## src/rtl/mem_arbiter_if.sv

```systemverilog
// Bus bundle between the two memory requesters, the arbiter and the unified memory.
// The master side drives the requests and the memory read data; the slave side is the arbiter.
interface mem_arbiter_if;
  logic        req0;
  logic        req1;
  logic        we0;
  logic        we1;
  logic        lock0;
  logic        lock1;
  logic [31:0] addr0;
  logic [31:0] addr1;
  logic [31:0] wd0;
  logic [31:0] wd1;
  logic        ack0;
  logic        ack1;
  logic [31:0] rd0;
  logic [31:0] rd1;
  logic [1:0]  grant;
  logic        mem_we;
  logic [31:0] mem_a;
  logic [31:0] mem_wd;
  logic [31:0] mem_rd;

  modport master (
    output req0, req1, we0, we1, lock0, lock1, addr0, addr1, wd0, wd1, mem_rd,
    input  ack0, ack1, rd0, rd1, grant, mem_we, mem_a, mem_wd
  );

  modport slave (
    input  req0, req1, we0, we1, lock0, lock1, addr0, addr1, wd0, wd1, mem_rd,
    output ack0, ack1, rd0, rd1, grant, mem_we, mem_a, mem_wd
  );
endinterface

```

## src/rtl/mem_arbiter.sv

```systemverilog
// Two-port round-robin arbiter for the single-port unified memory.
// Each transaction is one access cycle followed by one response cycle carrying the ack.
module mem_arbiter #(
  parameter int MAX_HOLD = 4
) (
  input  logic          clk,
  input  logic          reset,
  mem_arbiter_if.slave  bus
);

  localparam int HW = $clog2(MAX_HOLD) + 1;
  localparam logic [HW-1:0] HOLD_MAX = HW'(MAX_HOLD);
  localparam logic [HW-1:0] HOLD_ONE = HW'(1);
  localparam logic [HW-1:0] HOLD_SAT = {HW{1'b1}};

  typedef enum logic [1:0] {
    IDLE = 2'd0,
    ACC  = 2'd1,
    RSP  = 2'd2
  } state_t;

  state_t        state_q, state_d;
  logic          owner_q, owner_d;
  logic          last_q, last_d;
  logic [HW-1:0] hold_q, hold_d;
  logic          ack0_q, ack0_d;
  logic          ack1_q, ack1_d;
  logic [31:0]   rd0_q, rd0_d;
  logic [31:0]   rd1_q, rd1_d;

  logic          req_own;
  logic          req_oth;
  logic          lock_own;
  logic          we_own;
  logic [31:0]   addr_own;
  logic [31:0]   wd_own;
  logic          keep_lock;
  logic          winner;

  always_comb begin
    req_own  = owner_q ? bus.req1  : bus.req0;
    req_oth  = owner_q ? bus.req0  : bus.req1;
    lock_own = owner_q ? bus.lock1 : bus.lock0;
    we_own   = owner_q ? bus.we1   : bus.we0;
    addr_own = owner_q ? bus.addr1 : bus.addr0;
    wd_own   = owner_q ? bus.wd1   : bus.wd0;
  end

  // A locked owner keeps the memory until its streak hits MAX_HOLD, unless nobody else is waiting.
  always_comb begin
    state_d   = state_q;
    owner_d   = owner_q;
    last_d    = last_q;
    hold_d    = hold_q;
    ack0_d    = 1'b0;
    ack1_d    = 1'b0;
    rd0_d     = rd0_q;
    rd1_d     = rd1_q;
    keep_lock = 1'b0;
    winner    = 1'b0;

    case (state_q)
      ACC: begin
        state_d = RSP;
        if (owner_q) begin
          ack1_d = 1'b1;
          if (!we_own) rd1_d = bus.mem_rd;
        end else begin
          ack0_d = 1'b1;
          if (!we_own) rd0_d = bus.mem_rd;
        end
      end
      default: begin
        keep_lock = (state_q == RSP) && lock_own && req_own &&
                    ((hold_q < HOLD_MAX) || !req_oth);
        winner    = (bus.req0 && bus.req1) ? !last_q : bus.req1;
        if (keep_lock) begin
          state_d = ACC;
          if (hold_q != HOLD_SAT) hold_d = hold_q + HOLD_ONE;
        end else if (bus.req0 || bus.req1) begin
          state_d = ACC;
          owner_d = winner;
          last_d  = winner;
          hold_d  = HOLD_ONE;
        end else begin
          state_d = IDLE;
        end
      end
    endcase
  end

  always_ff @(posedge clk or posedge reset) begin
    if (reset) begin
      state_q <= IDLE;
      owner_q <= 1'b0;
      last_q  <= 1'b1;
      hold_q  <= '0;
      ack0_q  <= 1'b0;
      ack1_q  <= 1'b0;
      rd0_q   <= '0;
      rd1_q   <= '0;
    end else begin
      state_q <= state_d;
      owner_q <= owner_d;
      last_q  <= last_d;
      hold_q  <= hold_d;
      ack0_q  <= ack0_d;
      ack1_q  <= ack1_d;
      rd0_q   <= rd0_d;
      rd1_q   <= rd1_d;
    end
  end

  // Memory is only driven in the access cycle, so a reset there kills the write at once.
  always_comb begin
    bus.grant  = 2'b00;
    bus.mem_we = 1'b0;
    bus.mem_a  = '0;
    bus.mem_wd = '0;
    if (state_q == ACC) begin
      bus.grant  = owner_q ? 2'b10 : 2'b01;
      bus.mem_we = we_own;
      bus.mem_a  = addr_own;
      bus.mem_wd = wd_own;
    end
  end

  assign bus.ack0 = ack0_q;
  assign bus.ack1 = ack1_q;
  assign bus.rd0  = rd0_q;
  assign bus.rd1  = rd1_q;

endmodule

```

## src/flat_wrapper.sv

```systemverilog
// flat-port wrapper written by rule: the top's interface ports become plain ports
module mem_arbiter_flat 
#(
  parameter int MAX_HOLD = 4
)
  (clk, reset, bus_req0, bus_req1, bus_we0, bus_we1, bus_lock0, bus_lock1, bus_addr0, bus_addr1, bus_wd0, bus_wd1, bus_mem_rd, bus_ack0, bus_ack1, bus_rd0, bus_rd1, bus_grant, bus_mem_we, bus_mem_a, bus_mem_wd);
  mem_arbiter_if bus_i ();
  input  logic clk;
  input  logic reset;
  input wire logic [$bits(bus_i.req0)-1:0] bus_req0;
  input wire logic [$bits(bus_i.req1)-1:0] bus_req1;
  input wire logic [$bits(bus_i.we0)-1:0] bus_we0;
  input wire logic [$bits(bus_i.we1)-1:0] bus_we1;
  input wire logic [$bits(bus_i.lock0)-1:0] bus_lock0;
  input wire logic [$bits(bus_i.lock1)-1:0] bus_lock1;
  input wire logic [$bits(bus_i.addr0)-1:0] bus_addr0;
  input wire logic [$bits(bus_i.addr1)-1:0] bus_addr1;
  input wire logic [$bits(bus_i.wd0)-1:0] bus_wd0;
  input wire logic [$bits(bus_i.wd1)-1:0] bus_wd1;
  input wire logic [$bits(bus_i.mem_rd)-1:0] bus_mem_rd;
  output wire logic [$bits(bus_i.ack0)-1:0] bus_ack0;
  output wire logic [$bits(bus_i.ack1)-1:0] bus_ack1;
  output wire logic [$bits(bus_i.rd0)-1:0] bus_rd0;
  output wire logic [$bits(bus_i.rd1)-1:0] bus_rd1;
  output wire logic [$bits(bus_i.grant)-1:0] bus_grant;
  output wire logic [$bits(bus_i.mem_we)-1:0] bus_mem_we;
  output wire logic [$bits(bus_i.mem_a)-1:0] bus_mem_a;
  output wire logic [$bits(bus_i.mem_wd)-1:0] bus_mem_wd;
  assign bus_i.req0 = bus_req0;
  assign bus_i.req1 = bus_req1;
  assign bus_i.we0 = bus_we0;
  assign bus_i.we1 = bus_we1;
  assign bus_i.lock0 = bus_lock0;
  assign bus_i.lock1 = bus_lock1;
  assign bus_i.addr0 = bus_addr0;
  assign bus_i.addr1 = bus_addr1;
  assign bus_i.wd0 = bus_wd0;
  assign bus_i.wd1 = bus_wd1;
  assign bus_i.mem_rd = bus_mem_rd;
  assign bus_ack0 = bus_i.ack0;
  assign bus_ack1 = bus_i.ack1;
  assign bus_rd0 = bus_i.rd0;
  assign bus_rd1 = bus_i.rd1;
  assign bus_grant = bus_i.grant;
  assign bus_mem_we = bus_i.mem_we;
  assign bus_mem_a = bus_i.mem_a;
  assign bus_mem_wd = bus_i.mem_wd;
  mem_arbiter #(.MAX_HOLD(MAX_HOLD)) u_core (.clk(clk), .reset(reset), .bus(bus_i));
endmodule
```

## config.mk

```make
export PLATFORM = sky130hd
export DESIGN_NAME = mem_arbiter_flat
export DESIGN_NICKNAME = d
export VERILOG_FILES = /design/src/rtl/mem_arbiter_if.sv /design/src/rtl/mem_arbiter.sv /design/src/flat_wrapper.sv
export SDC_FILE = /design/constraint.sdc
export NUM_CORES = 1
export LEC_CHECK = 0
export CAP_MARGIN = 20
export CORE_AREA = 2 2 117 119
export CTS_CLUSTER_DIAMETER = 120
export DETAILED_ROUTE_END_ITERATION = 8
export DIE_AREA = 0 0 119 121
export PLACE_DENSITY = 0.7
export SLEW_MARGIN = 15
export SYNTH_ARGS = -nofsm -noshare
export SYNTH_HDL_FRONTEND = slang
export SYNTH_SLANG_ARGS = --single-unit
```

## constraint.sdc

```tcl
create_clock -name clk -period 7.15 [get_ports clk]
set_clock_uncertainty 0.15 [all_clocks]
set_input_delay 2.145 -clock clk [delete_from_list [all_inputs] [get_ports clk]]
set_output_delay 2.145 -clock clk [all_outputs]
set_load 0.05 [all_outputs]
```

**Yosys cells after proc, flatten, opt, wreduce, memory -nomap -nowiden**

Cells that the tools add are included.
W data, S select, Z words.

- Bits in registers: 73
- Input port bits: 168
- Output and inout bits: 133
- Word-level logic and storage cells: 53

- Add/subtract/negate cells: 1
- Magnitude comparators: 1
- Eq/ne operators: 4
- Muxes and demuxes: 22
- Bitwise gates (word level): 4
- Reductions and logical operators: 13

Operator list:

| cell | count |
|---|---|
| $mux W32 | 4 |
| $reduce_and A3 Y1 | 4 |
| $mux W1 | 11 |
| $mux W3 | 3 |
| $mux W2 | 4 |
| $logic_and A1 B1 Y1 | 4 |
| $not A1 Y1 | 4 |
| $add A3 B1 Y3 const B | 1 |
| $lt A3 B3 Y1 const B | 1 |
| $ne A3 B3 Y1 const B | 1 |
| $eq A2 B1 Y1 const B | 1 |
| $eq A2 B2 Y1 const B | 1 |
| $logic_not A1 Y1 | 2 |
| $logic_or A1 B1 Y1 | 2 |
| $ne A2 B2 Y1 const B | 1 |
| $reduce_bool A2 Y1 | 1 |

**Depth between registers and ports, before layout**

- Depth after elaboration: 6
- Gate-level depth with buffers: 7
- Mapped depth without buffers: 6

**Worst setup path before layout**

No wires, ideal clock.

- Kind: input to output
- Start point: input port bus_addr1[10]
- End point: output port bus_mem_a[10]
- Data arrival time: 2.850 ns
- Setup slack: 2.005 ns
- Cell stages on the path: 2
- Cells stage by stage: mux2i_1 > nor2_1

- Word-level cells in the longest chain between the ends: 2

Ends and longest elaborated chain:

| what | RTL line | RTL |
|---|---|---|
| start, declared | flat_wrapper.sv:17 | `input wire logic [$bits(bus_i.addr1)-1:0] bus_addr1;` |
| $mux W32 | mem_arbiter.sv:45 | `addr_own = owner_q ? bus.addr1 : bus.addr0;` |
| $mux W32 | mem_arbiter.sv:120 | `if (state_q == ACC) begin` |
| end, declared | flat_wrapper.sv:27 | `output wire logic [$bits(bus_i.mem_a)-1:0] bus_mem_a;` |

Every way passes these cells.

**Final worst setup path**

- Start point: input port bus_wd1[1]
- End point: output port bus_mem_wd[1]

- Word-level cells in the longest chain between the ends: 2

Ends and longest elaborated chain:

| what | RTL line | RTL |
|---|---|---|
| start, declared | flat_wrapper.sv:19 | `input wire logic [$bits(bus_i.wd1)-1:0] bus_wd1;` |
| $mux W32 | mem_arbiter.sv:46 | `wd_own = owner_q ? bus.wd1 : bus.wd0;` |
| $mux W32 | mem_arbiter.sv:120 |  |
| end, declared | flat_wrapper.sv:28 | `output wire logic [$bits(bus_i.mem_wd)-1:0] bus_mem_wd;` |

Every way passes these cells.

==> run metrics <==
Fin Setup TNS=0 ns; largest net degree at the start of global routing=a little under 60; CTS H-tree depth=3; IO Pins=approximately 300; Synth area leader=dfrtp_1; Worst R2R Setup Slack=roughly 4.5 ns; CTS Buf Count=9; Tot Pwr=3.73 mW; Area growth syn-to-layout=90.1%; CP Data Required Time=4.86 ns; routed wire length=approximately 14 mm; number of library cell types mapped by synthesis=34; clock period minus worst slack=around 6.0 ns; Async SR Flop Fraction=100%; startpoint types=input pin; Die ar.=~14000 sq um; Mean Syn Cell Area=11.5 sq um; clock sinks=between 70 and 80; Port Buf Inserts=300; initial antenna violation count=0; Detailed Route Iter0 Violations=~120; die height=about 120 microns; overflow left after global routing=0; drt drc=0; Die X=approximately 120 microns; DP Area=between 7000 and 8000 sq um; core area=between 10000 and 15000 sq um; CP endpoint kind=output port; Wirelength per Cell=about 18 microns; site row count=42; Max-slew headroom=50.3%; Hold Worst Slack=0.334 ns; Clock Tree Buf Depth=2; EDFF count, synth=0; leak pwr=about 3.1 nW; iteration count of the initial detailed-routing pass=4; final-report hold violation count=0; CTS tree=built; worst hold path type=reg2reg; Worst IR Drop VDD=324 uV; Critical R2R Launch=u_core.owner_q; Critical Path Fanout Max=1; Worst-path clk slew=0.06 ns; routability cong.=0.867; Skew-Pair Late Insertion Delay=between 0.3 and 0.4 ns; syn_nets=between 500 and 600; status=finished clean; Final Non-Filler Cells=809; Final Instance Area=approximately 7400 sq um; Worst Path Arrival=~3.7 ns; DR vias/cell=around 4.6; most common flop cell mapped by yosys=dfrtp_1; ANT cells=0; final-report max-slew violation count=0; list of most frequent post-synthesis cells=dfrtp_1, nor2_1, mux2i_1; root buffer cell=clkbuf_16; post-CTS setup buffers=0; Final setup viols=0; post-cts sizing count=0; max cap viols=0; hold path startpoint=u_core.bus.rd0[29]; number of global-route vias before repair=a little under 4000; power per standard cell area=a little over 500 nW/um^2; Post-Syn Area=~3900 sq um; Slew @ Worst Pin=between 0.7 and 0.8 ns; RSZ-0062 raised after global routing=false; placed cell count=794; share of the synthesized area in the top cell type=roughly 47%; starting density of the core=between 20% and 30%; most frequent cell after synthesis=dfrtp_1; layout cells sized above 1=a little over an eighth; Synth Instances=between 300 and 400; HPWL after detailed placement=~11 mm; share of the yosys chip area belonging to registers=a little under half; vias=around 3700; dominant cells by area after synthesis=dfrtp_1, mux2_2, mux2i_1, nor2_1, buf_4; global-route wire length before repair=roughly 21 mm; CP Class=in2out; FMAX=between 150 and 200 MHz; Ys Warns=0; Final Cycle Share=a little over four fifths; CTS Hold Buffers Added=0; nets=between 700 and 800; post-route ant nets=0; #FFs+latches synth=73; Worst Setup SP=bus_wd1[1]; Tot GR Track Use=between 10% and 20%
## kinds of logic after synthesis
| logic type | count (synthesis) | share of synthesized area [%] |
|---|---|---|
| multiplexers | 131 | 35.9 |
| AND/OR/NAND/NOR | 84 | 8.99 |
| flip-flops | 73 | 47.2 |
| buffers and inverters | 29 | 3.91 |
| AO/OA/AOI/OAI | 18 | 3.30 |
| adder cells (fa/ha/maj) | 2 | 0.646 |
## stage by stage
| step | setup slack [ns] | utilization (%) |
|---|---|---|
| global route | 1.07 | 56.2 |
| floorplan | 2.01 | - |
| CTS | 1.11 | 56.2 |
| finish | 1.12 | 56.2 |
| detailed placement | 1.12 | 53.6 |
| global placement | 1.11 | 53.6 |
## flip-flops by register name, indices dropped and copies added, names as in the netlist
| name | cells |
|---|---|
| u_core.bus.ack0 | 1 |
| u_core.bus.ack1 | 1 |
| u_core.state_q | 2 |
| u_core.hold_q | 3 |
| u_core.owner_q | 1 |
| u_core.bus.rd0 | 32 |
| u_core.last_q | 1 |
| u_core.bus.rd1 | 32 |
## power by group
part	internal (mW)	switching, mW
clock	0.348	0.162
sequential	0.624	0.153
combinational	0.897	1.54
## layer usage
layer / global-route usage, % / routed length (microns) / part of all wire [%]
met1: 21.5 / 5480 / 39
met2: 34.7 / 7550 / 53
met3: 4.84 / 883 / 6.2
met4: 5.73 / 311 / 2.2
met5: 0 / 0 / 0
## critical path, cell delays in order
cell	delay, ns
clkdlybuf4s50_1	0.54
mux2i_1	0.10
nor2_1	0.13
clkdlybuf4s50_1	0.82
## path summary, 6_finish.rpt
path                                      end  depth (start not counted)
max in group asynchronous  u_core.bus.rd1[16]                          3
hold / removal             u_core.bus.rd0[29]                          1
setup reg to reg               u_core.owner_q                          5
setup / recovery                bus_mem_wd[1]                          4
hold reg to reg            u_core.bus.rd0[29]                          1
min in group asynchronous  u_core.bus.rd0[27]                          2
## area by class of cell
class,instances,area (sq um)
repair buffers,305,3040
flip-flops and latches,73,1830
multi-input cells,235,1900
fillers,1107,5730
clock buffers,10,239
well taps,176,220
inverters,5,18.8
clock inverters,5,104
## cells in the final DEF, fill, tap and decap left out, types with 3 or more instances in the layout
| cell type | Yosys | layout |
|---|---|---|
| mux2i_1 | 67 | 67 |
| inv_1 | 5 | 4 |
| mux2_2 | 60 | 60 |
| o21ai_0 | 4 | 4 |
| buf_4 | 8 | 5 |
| clkdlybuf4s50_1 | 0 | 300 |
| mux2_1 | 4 | 4 |
| dfrtp_1 | 72 | 71 |
| clkbuf_16 | 0 | 9 |
| nor2_1 | 70 | 70 |
| bufinv_16 | 0 | 3 |
| nand3_1 | 3 | 3 |
Power figures use the tool's default switching activity.
